==> src/rtl/ex_case_pkg.sv <==
// ex_case_pkg: shared encodings for the ex_case byte stream.
// Holds state encoding, default header byte, byte width and checksum.
package ex_case_pkg;

  localparam int BYTE_W = 8;
  localparam logic [BYTE_W-1:0] HDR_DEF = 8'h55;

  typedef enum logic [2:0] {
    IDLE    = 3'd0,
    LEN_ST  = 3'd1,
    PAY     = 3'd2,
    CSUM_ST = 3'd3,
    DRAIN   = 3'd4
  } state_e;

  // Running checksum: payload sum mod 256, carry discarded.
  function automatic logic [BYTE_W-1:0] csum_add(
    input logic [BYTE_W-1:0] s,
    input logic [BYTE_W-1:0] b
  );
    return s + b;
  endfunction

endpackage

==> src/rtl/ex_case_rx_buf.sv <==
// ex_case_rx_buf: DEPTH x BYTE_W payload store.
// Ports: clk, we/waddr/wdata sync write, raddr -> rdata async read.
module ex_case_rx_buf
  import ex_case_pkg::*;
#(
  parameter int DEPTH = 16,
  parameter int AW    = (DEPTH > 1) ? $clog2(DEPTH) : 1
) (
  input  logic              clk,
  input  logic              we,
  input  logic [AW-1:0]     waddr,
  input  logic [BYTE_W-1:0] wdata,
  input  logic [AW-1:0]     raddr,
  output logic [BYTE_W-1:0] rdata
);

  logic [BYTE_W-1:0] mem_q [DEPTH];

  always_ff @(posedge clk) begin
    if (we) mem_q[waddr] <= wdata;
  end

  assign rdata = mem_q[raddr];

endmodule

==> src/rtl/ex_case_rx.sv <==
// ex_case_rx: frames HDR/LEN/payload/CSUM bytes, replays good payloads.
// Ports: sclk, rst, i_dv/i_data in, i_rdy, o_dv/o_data/o_last/o_len, pulses.
module ex_case_rx
  import ex_case_pkg::*;
#(
  parameter logic [7:0] HDR     = HDR_DEF,
  parameter int         MAX_LEN = 16,
  parameter int         TIMEOUT = 16,
  localparam int        LW      = $clog2(MAX_LEN + 1),
  localparam int        AW      = (MAX_LEN > 1) ? $clog2(MAX_LEN) : 1,
  localparam int        TW      = $clog2(TIMEOUT + 1)
) (
  input  logic          sclk,
  input  logic          rst,
  input  logic          i_dv,
  input  logic [7:0]    i_data,
  input  logic          i_rdy,
  output logic          o_dv,
  output logic [7:0]    o_data,
  output logic          o_last,
  output logic [LW-1:0] o_len,
  output logic          o_frame_ok,
  output logic          o_frame_err,
  output logic          o_drop
);

  state_e          state_q, state_d;
  logic [LW-1:0]   len_q, len_d;
  logic [LW-1:0]   wr_q, wr_d;
  logic [LW-1:0]   rd_q, rd_d;
  logic [7:0]      sum_q, sum_d;
  logic [TW-1:0]   idle_q, idle_d;
  logic            ok_q, ok_d;
  logic            err_q, err_d;
  logic            drop_q, drop_d;
  logic            we;
  logic [7:0]      rdata;
  logic            last;

  ex_case_rx_buf #(.DEPTH(MAX_LEN), .AW(AW)) u_buf (
    .clk   (sclk),
    .we    (we),
    .waddr (wr_q[AW-1:0]),
    .wdata (i_data),
    .raddr (rd_q[AW-1:0]),
    .rdata (rdata)
  );

  assign last = (rd_q == len_q - LW'(1));

  always_comb begin
    state_d = state_q;
    len_d   = len_q;
    wr_d    = wr_q;
    rd_d    = rd_q;
    sum_d   = sum_q;
    idle_d  = '0;
    ok_d    = 1'b0;
    err_d   = 1'b0;
    drop_d  = 1'b0;
    we      = 1'b0;
    unique case (state_q)
      IDLE: begin
        if (i_dv && i_data == HDR) state_d = LEN_ST;
      end
      LEN_ST: begin
        if (i_dv) begin
          if (i_data == 8'd0 || 32'(i_data) > MAX_LEN) begin
            err_d   = 1'b1;
            state_d = IDLE;
          end else begin
            len_d   = i_data[LW-1:0];
            wr_d    = '0;
            sum_d   = '0;
            state_d = PAY;
          end
        end
      end
      PAY: begin
        if (i_dv) begin
          we    = 1'b1;
          wr_d  = wr_q + LW'(1);
          sum_d = csum_add(sum_q, i_data);
          if (wr_q == len_q - LW'(1)) state_d = CSUM_ST;
        end
      end
      CSUM_ST: begin
        if (i_dv) begin
          if (i_data == sum_q) begin
            ok_d    = 1'b1;
            rd_d    = '0;
            state_d = DRAIN;
          end else begin
            err_d   = 1'b1;
            state_d = IDLE;
          end
        end
      end
      DRAIN: begin
        drop_d = i_dv;
        if (i_rdy) begin
          rd_d = rd_q + LW'(1);
          if (last) state_d = IDLE;
        end
      end
      default: state_d = IDLE;
    endcase
    // Idle-gap watchdog while a frame is being received.
    if (!i_dv &&
        (state_q == LEN_ST || state_q == PAY || state_q == CSUM_ST)) begin
      if (idle_q == TW'(TIMEOUT - 1)) begin
        err_d   = 1'b1;
        state_d = IDLE;
      end else begin
        idle_d = idle_q + TW'(1);
      end
    end
  end

  always_ff @(posedge sclk) begin
    if (rst) begin
      state_q <= IDLE;
      len_q   <= '0;
      wr_q    <= '0;
      rd_q    <= '0;
      sum_q   <= '0;
      idle_q  <= '0;
      ok_q    <= 1'b0;
      err_q   <= 1'b0;
      drop_q  <= 1'b0;
    end else begin
      state_q <= state_d;
      len_q   <= len_d;
      wr_q    <= wr_d;
      rd_q    <= rd_d;
      sum_q   <= sum_d;
      idle_q  <= idle_d;
      ok_q    <= ok_d;
      err_q   <= err_d;
      drop_q  <= drop_d;
    end
  end

  assign o_dv        = (state_q == DRAIN);
  assign o_data      = o_dv ? rdata : 8'd0;
  assign o_last      = o_dv && last;
  assign o_len       = o_dv ? len_q : '0;
  assign o_frame_ok  = ok_q;
  assign o_frame_err = err_q;
  assign o_drop      = drop_q;

endmodule

==> config.mk <==
export PLATFORM = sky130hd
export DESIGN_NAME = ex_case_rx
export DESIGN_NICKNAME = d
export VERILOG_FILES = /design/src/rtl/ex_case_pkg.sv /design/src/rtl/ex_case_rx_buf.sv /design/src/rtl/ex_case_rx.sv
export SDC_FILE = /design/constraint.sdc
export NUM_CORES = 1
export LEC_CHECK = 0
export BUFFER_PORTS_ARGS = -buffer_cell sky130_fd_sc_hd__buf_2
export CAP_MARGIN = 20
export CORE_ASPECT_RATIO = 0.8
export CORE_UTILIZATION = 52
export CTS_BUF_LIST = sky130_fd_sc_hd__clkbuf_4 sky130_fd_sc_hd__clkbuf_8
export DETAILED_ROUTE_END_ITERATION = 8
export GPL_TIMING_DRIVEN = 0
export PLACE_DENSITY_LB_ADDON = 0.08
export SLEW_MARGIN = 20
export SYNTH_ARGS = -nofsm -noshare
export SYNTH_HDL_FRONTEND = slang
export SYNTH_HIERARCHICAL = 1
export SYNTH_SLANG_ARGS = --single-unit
==> constraint.sdc <==
create_clock -name sclk -period 2.85 [get_ports sclk]
set_input_delay 0.285 -clock sclk [delete_from_list [all_inputs] [get_ports sclk]]
set_output_delay 0.285 -clock sclk [all_outputs]
set_load 0.02 [all_outputs]
==> flow_summary_export.csv, run 1 <==
group,metric,value,unit
global_routing,grt_pass1_wl,22630,um
worst_setup_path,crit_type,"reg2out",
timing,setup_violations,0,
worst_hold_path,timing.hold.worst.start,"i_rdy",
worst_setup_path,cp.depth,7,
worst_hold_path,hold_path.class,"in2reg",
synthesis,synth_flop_cell,"edfxtp_1",
layout,final_cells,679,
place,place_congestion,0.8148,
worst_setup_path,r2r_start,"state_q[2]",
place,dp_cells,648,
timing,finalSetupTns,0,ps
timing,slew_viol_final,0,
global_routing,grt_max_degree,22,
global_routing,grt_use_total,23.00,%
run_status,status,"complete, no violations",
global_routing,overflow,0,
timing,fmax,366.6,MHz
routing,drc,0,
synthesis,ys_warn_count,6,
worst_setup_path,slowest_stage,"mux4_1",
clocking,insertion_delay,450,ps
layout,nFillCells,999,
routing,routed.top_layer,"met4",
synthesis,synth_top_cell_area_share,55.40,%
synthesis,syn_inst,446,
worst_hold_path,whs_path_depth,4,
worst_setup_path,path_buf_inv,3,
clocking,ctsLongestPathBuffers,2,
power,powerDensity,555.2,mW/mm^2
worst_setup_path,crit_required,2570,ps
clocking,htree_levels,4,
worst_setup_path,cpLargestDelayFamily,"multiplexers",
power,ir_drop,0.4438,mV
synthesis,async_reset_ff_share,0,%
layout,final_nets,516,
worst_setup_path,startpoint,"rd_q[0]",
worst_setup_path,rr_worst_depth,6,
synthesis,synth-seq-cells,162,
synthesis,synth.area.top_cells,"edfxtp_1 (55%), dfxtp_1 (9.8%), mux4_2 (5.8%)",
floorplanning,fp.dieH,105.3,um
worst_setup_path,cp_max_fo,10,
floorplanning,die_w,131.1,um
routing,wl_met2,6577,um
place,place_ws,-210.2,ps
timing,relSlewSlack,43.63,%
timing,tightest_slew,842.4,ps
layout,syn2layout_area_growth,11.52,%
timing,fin_skew,8.234,ps
floorplanning,initial_core_util,53.72,%
timing,period_needed,2728,ps
synthesis,yosysSeqAreaShare,65.21,%
routing,dr.first_iter.drc_count,267,
global_routing,grt_antenna_before_repair,0,
place,io_buffer_count,27,
worst_setup_path,setup.worst_path.start_class,"flip-flop",
clocking,cts_buffers,17,
floorplanning,die_area,0.01381,mm^2
worst_setup_path,cp_common_cell,"buf_6",
clocking,cts_setup_buffers,0,
clocking,path_clk_slew,80,ps
floorplanning,core_area,0.01292,mm^2
clocking,clock-sinks,162,
synthesis,syn-cell-area,0.006938,mm^2
floorplanning,ios,30,
timing,setup_ws,122.4,ps
routing,wl,14650,um
routing,wl_met3,716,um
layout,drive_above_1_share,20.83,%
place,hpwl,9702,um
timing,rsz0062_at_grt,"no",
synthesis,yosys.area.top_type,"edfxtp_1",
worst_setup_path,slowest_delay,630,ps
global_routing,grt_pass1_vias,3854,
routing,drt_first_pass_iters,5,
power,p_total,4.296,mW
synthesis,syn-num-nets,471,
clocking,cts_tree,"built",
routing,vias_per_cell,5.825,
worst_setup_path,crit_path_end_kind,"output port",
worst_setup_path,path_cells,"buf_6, buf_6, mux4_1, a22oi_1, nand2_1, and2_1, buf_2",
worst_setup_path,crit_arrival,2440,ps
synthesis,syn_area_per_cell,15.56,um^2
timing,post-route-period-util,95.70,%
routing,wire_per_inst,21.57,um
synthesis,synth-edff-count,128,
synthesis,ys_top_cells_by_count,"edfxtp_1 (128), nor2_1 (49), dfxtp_1 (34), a22oi_1 (23)",
routing,m1WireLength,7113,um
synthesis,synth.most_common_cell,"edfxtp_1",
routing,num_vias,3955,
timing,hold_violations,0,
floorplanning,std_cell_rows,37,
layout,antenna_cells,0,
synthesis,synth.distinct_cells,49,
power,p_leak,2.625,nW
flow_run,cap_violations,0,
clocking,clk_root_buffer_cell,"clkbuf_8",
routing,ant_nets,0,
-- cells in the final DEF (no fill, tap or decap), types with 4 or more instances in the layout --
| cell | synthesis | routed |
|---|---|---|
| edfxtp_1 | 128 | 128 |
| buf_2 | 4 | 31 |
| nand3_1 | 4 | 4 |
| nand2_1 | 18 | 18 |
| ha_1 | 12 | 12 |
| clkbuf_1 | 6 | 5 |
| mux4_2 | 18 | 18 |
| inv_1 | 8 | 8 |
| and2_1 | 14 | 14 |
| buf_6 | 3 | 4 |
| mux2i_1 | 5 | 5 |
| nand2b_1 | 6 | 6 |
| a21oi_1 | 11 | 11 |
| mux4_1 | 14 | 14 |
| a22oi_1 | 23 | 22 |
| nand4_1 | 6 | 6 |
| nor3_1 | 11 | 7 |
| xnor2_1 | 9 | 9 |
| nor2_1 | 49 | 43 |
| dfxtp_1 | 34 | 32 |
| nand3b_1 | 4 | 4 |
| clkbuf_8 | 0 | 17 |
| nor2_2 | 1 | 7 |
| nor4_1 | 5 | 5 |
| inv_6 | 0 | 4 |
| xor2_1 | 18 | 18 |
-- final timing paths --
check                           end  slack [ps]
setup / recovery          o_data[4]         120
hold / removal           state_q[2]         250
setup reg to reg  u_buf/mem_q[2][3]         360
hold reg to reg           idle_q[0]         450
-- metrics by stage --
stage / utilization (%) / hold WS [ps] / instance area [um^2]
after CTS: 59.73 / 220.0 / 7715
final: 59.91 / 252.0 / 7737
after global placement: 56.46 / 432.9 / 7292
after floorplan: - / 383.9 / 6938
after global routing: 59.91 / 254.7 / 7737
after detailed placement: 56.61 / 441.7 / 7312
-- power breakdown --
part	internal, mW	switching (mW)	leakage [nW]
Sequential	2.54	0.00168	1.42
Combinational	0.0215	0.0714	1.01
Clock	0.787	0.872	0.190
-- state kept, by name, summed over array words and instances (netlist names) --
signal,count
u_buf/mem_q,128
sum_q,8
idle_q,5
len_q,5
rd_q,5
wr_q,5
state_q,3
o_drop,1
o_frame_err,1
o_frame_ok,1
-- per-layer routing --
layer / vias up / track usage, %
met4: 0 / 9.244
met5: - / 0
li1: 1823 / -
met1: 2024 / 33.79
met2: 90 / 33.32
met3: 18 / 5.147
-- worst reg2reg max path: stages, from the launching register on --
cell      delay (ps)
dfxtp_1          380
nand2b_1         190
nor2_1           140
nand2_1          130
inv_2            280
or3b_2           570
nor2_2           450
-- area by class of cell --
cell class | count | area [um^2] | area share, %
multi-input cells | 258 | 2318 | 29.96
well taps | 175 | 219.0 | 2.830
flip-flops and latches | 162 | 4527 | 58.51
plain buffers | 16 | 113.9 | 1.472
inverters | 9 | 33.78 | 0.4366
clock buffers | 17 | 234.0 | 3.024
clock inverters | 15 | 156.4 | 2.021
repair buffers | 27 | 135.1 | 1.746
-- kinds of logic (layout without fill, tap and decap cells) --
logic type	Yosys count	count (layout)	synth area share [%]
flip-flops	162	162	65.21
AND/OR/NAND/NOR	130	130	9.504
AO/OA/AOI/OAI	50	50	5.104
multiplexers	37	37	11.87
XOR/XNOR	28	28	3.733
buffers and inverters	26	84	2.128
adder cells (fa/ha/maj)	13	13	2.453
-- what timing repair did --
item | 4_1_cts | 5_1_grt
setup endpoints to repair | 42 | 122
resized for setup | 5 | 7
hold buffers | 0 | 0
gates cloned | 0 | 0
Note: power is estimated with default switching activity, not from simulation.
==> run 2, diff against run 1 <==
Settings changed: CELL_PAD_IN_SITES_DETAIL_PLACEMENT set to 1, CELL_PAD_IN_SITES_GLOBAL_PLACEMENT set to 1.
==> flow_summary_export.csv, run 2 (synthesized netlist as in run 1, its figures left out) <==
group,metric,value,unit
worst_setup_path,r2r_start,"state_q[2]",
floorplanning,std_cell_rows,37,
clocking,ctsLongestPathBuffers,2,
floorplanning,fp.dieH,105.3,um
timing,fmax,363.7,MHz
clocking,htree_levels,4,
power,powerDensity,568.7,mW/mm^2
power,ir_drop,0.4235,mV
layout,reg.largest.list,"u_buf/mem_q: 128 flops, sum_q: 8 flops",
timing,post-route-period-util,96.47,%
routing,num_vias,4064,
place,hpwl,11240,um
routing,wl,16620,um
place,io_buffer_count,27,
timing,relSlewSlack,36.54,%
routing,drc,0,
global_routing,grt_use_total,25.95,%
worst_setup_path,crit_path_end_kind,"output port",
clocking,path_clk_slew,80,ps
layout,final_common_cell,"edfxtp_1",
global_routing,grt_antenna_before_repair,0,
layout,largest_reg_flops,128,
worst_setup_path,startpoint,"rd_q[0]",
layout,syn2layout_area_growth,11.54,%
timing,period_needed,2749,ps
worst_setup_path,crit_arrival,2460,ps
global_routing,overflow,0,
layout,final_nets,516,
worst_setup_path,crit_type,"reg2out",
timing,setup_violations,0,
power,p_leak,2.631,nW
timing,fin_skew,11.90,ps
worst_hold_path,timing.hold.worst.start,"i_rdy",
global_routing,grt_pass1_vias,4207,
clocking,cts_buffers,17,
routing,vias_per_cell,5.985,
worst_setup_path,setup.worst_path.start_class,"flip-flop",
timing,rsz0062_at_grt,"no",
clocking,ctsHoldBuffers,0,
timing,hold_violations,0,
place,dp_cells,648,
floorplanning,core_area,0.01292,mm^2
layout,post-route-util,59.91,%
power,p_total,4.401,mW
routing,dr.first_iter.drc_count,319,
worst_setup_path,cp_max_fo,10,
global_routing,grt_pass1_wl,25290,um
timing,slew_viol_final,0,
floorplanning,ios,30,
clocking,cts_tree,"built",
global_routing,grt_max_degree,22,
place,place_congestion,0.8432,
layout,drive_above_1_share,20.83,%
clocking,clock-sinks,162,
floorplanning,die_area,0.01381,mm^2
layout,final_cells,679,
flow_run,cap_violations,0,
timing,tightest_slew,948.4,ps
floorplanning,initial_core_util,53.72,%
routing,drt_first_pass_iters,5,
layout,regMostFlops,"u_buf/mem_q",
layout,antenna_cells,0,
routing,ant_nets,0,
layout,final_area,0.007739,mm^2
worst_hold_path,hold_path.class,"in2reg",
worst_setup_path,crit_required,2570,ps
layout,final_cell_mix,"edfxtp_1 (128), nor2_1 (46), dfxtp_1 (32), buf_2 (31), a22oi_1 (22)",
place,dpl_cell_area,0.007312,mm^2
clocking,clk_root_buffer_cell,"clkbuf_8",
routing,wire_per_inst,24.47,um
clocking,insertion_delay,470,ps
floorplanning,die_w,131.1,um
run_status,status,"complete, no violations",
[run 2: changes by cell type in the layout (fill, tap and decap cells not counted), sizes merged]
cell,change
bufinv,+1
clkinv,-2
clkinvlp,+1
[run 2: final cells by class]
type / count / area, um^2
multi-input combinational: 258 / 2297
inverter: 9 / 33.78
fill: 1179 / 5177
clock buffer: 17 / 234.0
tap: 175 / 219.0
sequential: 162 / 4527
clock inverter: 15 / 178.9
timing repair buffer: 27 / 135.1
buffer: 16 / 113.9
[run 2: path summary, 6_finish.rpt]
path | to | slack, ps | cells past startpoint
worst max-delay path | o_data[4] | 100 | 7
worst min-delay path | state_q[2] | 230 | 4
worst max register to register | u_buf/mem_q[2][5] | 310 | 6
worst min register to register | idle_q[0] | 470 | 1
[run 2: report_power, final]
| group | switching (mW) | total (mW) | leakage [nW] | internal [mW] |
|---|---|---|---|---|
| Combinational | 0.0748 | 0.0963 | 1.01 | 0.0215 |
| Sequential | 0.00177 | 2.54 | 1.42 | 2.54 |
| Clock | 0.887 | 1.76 | 0.197 | 0.872 |
| Total | 0.964 | 4.40 | 2.63 | 3.44 |
[run 2: timing repair]
action / in CTS / in global routing
setup buffers: 0 / 0
setup endpoints to repair: 71 / 4
resized for setup: 5 / 5
pin swaps: 0 / 0
gates cloned: 0 / 0
[run 2: metrics by stage]
stage	setup slack (ps)	TNS, ps	hold slack, ps
4_1_cts	1.619	0	211.0
2_1_floorplan	232.0	0	383.9
3_3_place_gp	-532.9	-14650	434.1
6_report	100.7	0	230.6
3_5_place_dp	-257.2	-7349	459.8
5_1_grt	1.973	0	235.1
[run 2: layer usage]
| metal | track usage, % | routed length (um) | vias to the layer above | part of all wire [%] |
|---|---|---|---|---|
| li1 | - | - | 1816 | - |
| met1 | 37.65 | 7931 | 2150 | 48 |
| met2 | 39.36 | 7847 | 83 | 47 |
| met3 | 6.109 | 676 | 15 | 4.1 |
| met4 | 7.311 | 161 | 0 | 0.97 |
| met5 | 0 | 0 | - | 0 |
[run 2: critical path, stage by stage (launching register included)]
cell     delay [ps]
dfxtp_2         390
buf_6           160
buf_6           190
mux4_1          630
a22oi_1         210
nand2_1          80
and2_1          160
buf_2           160
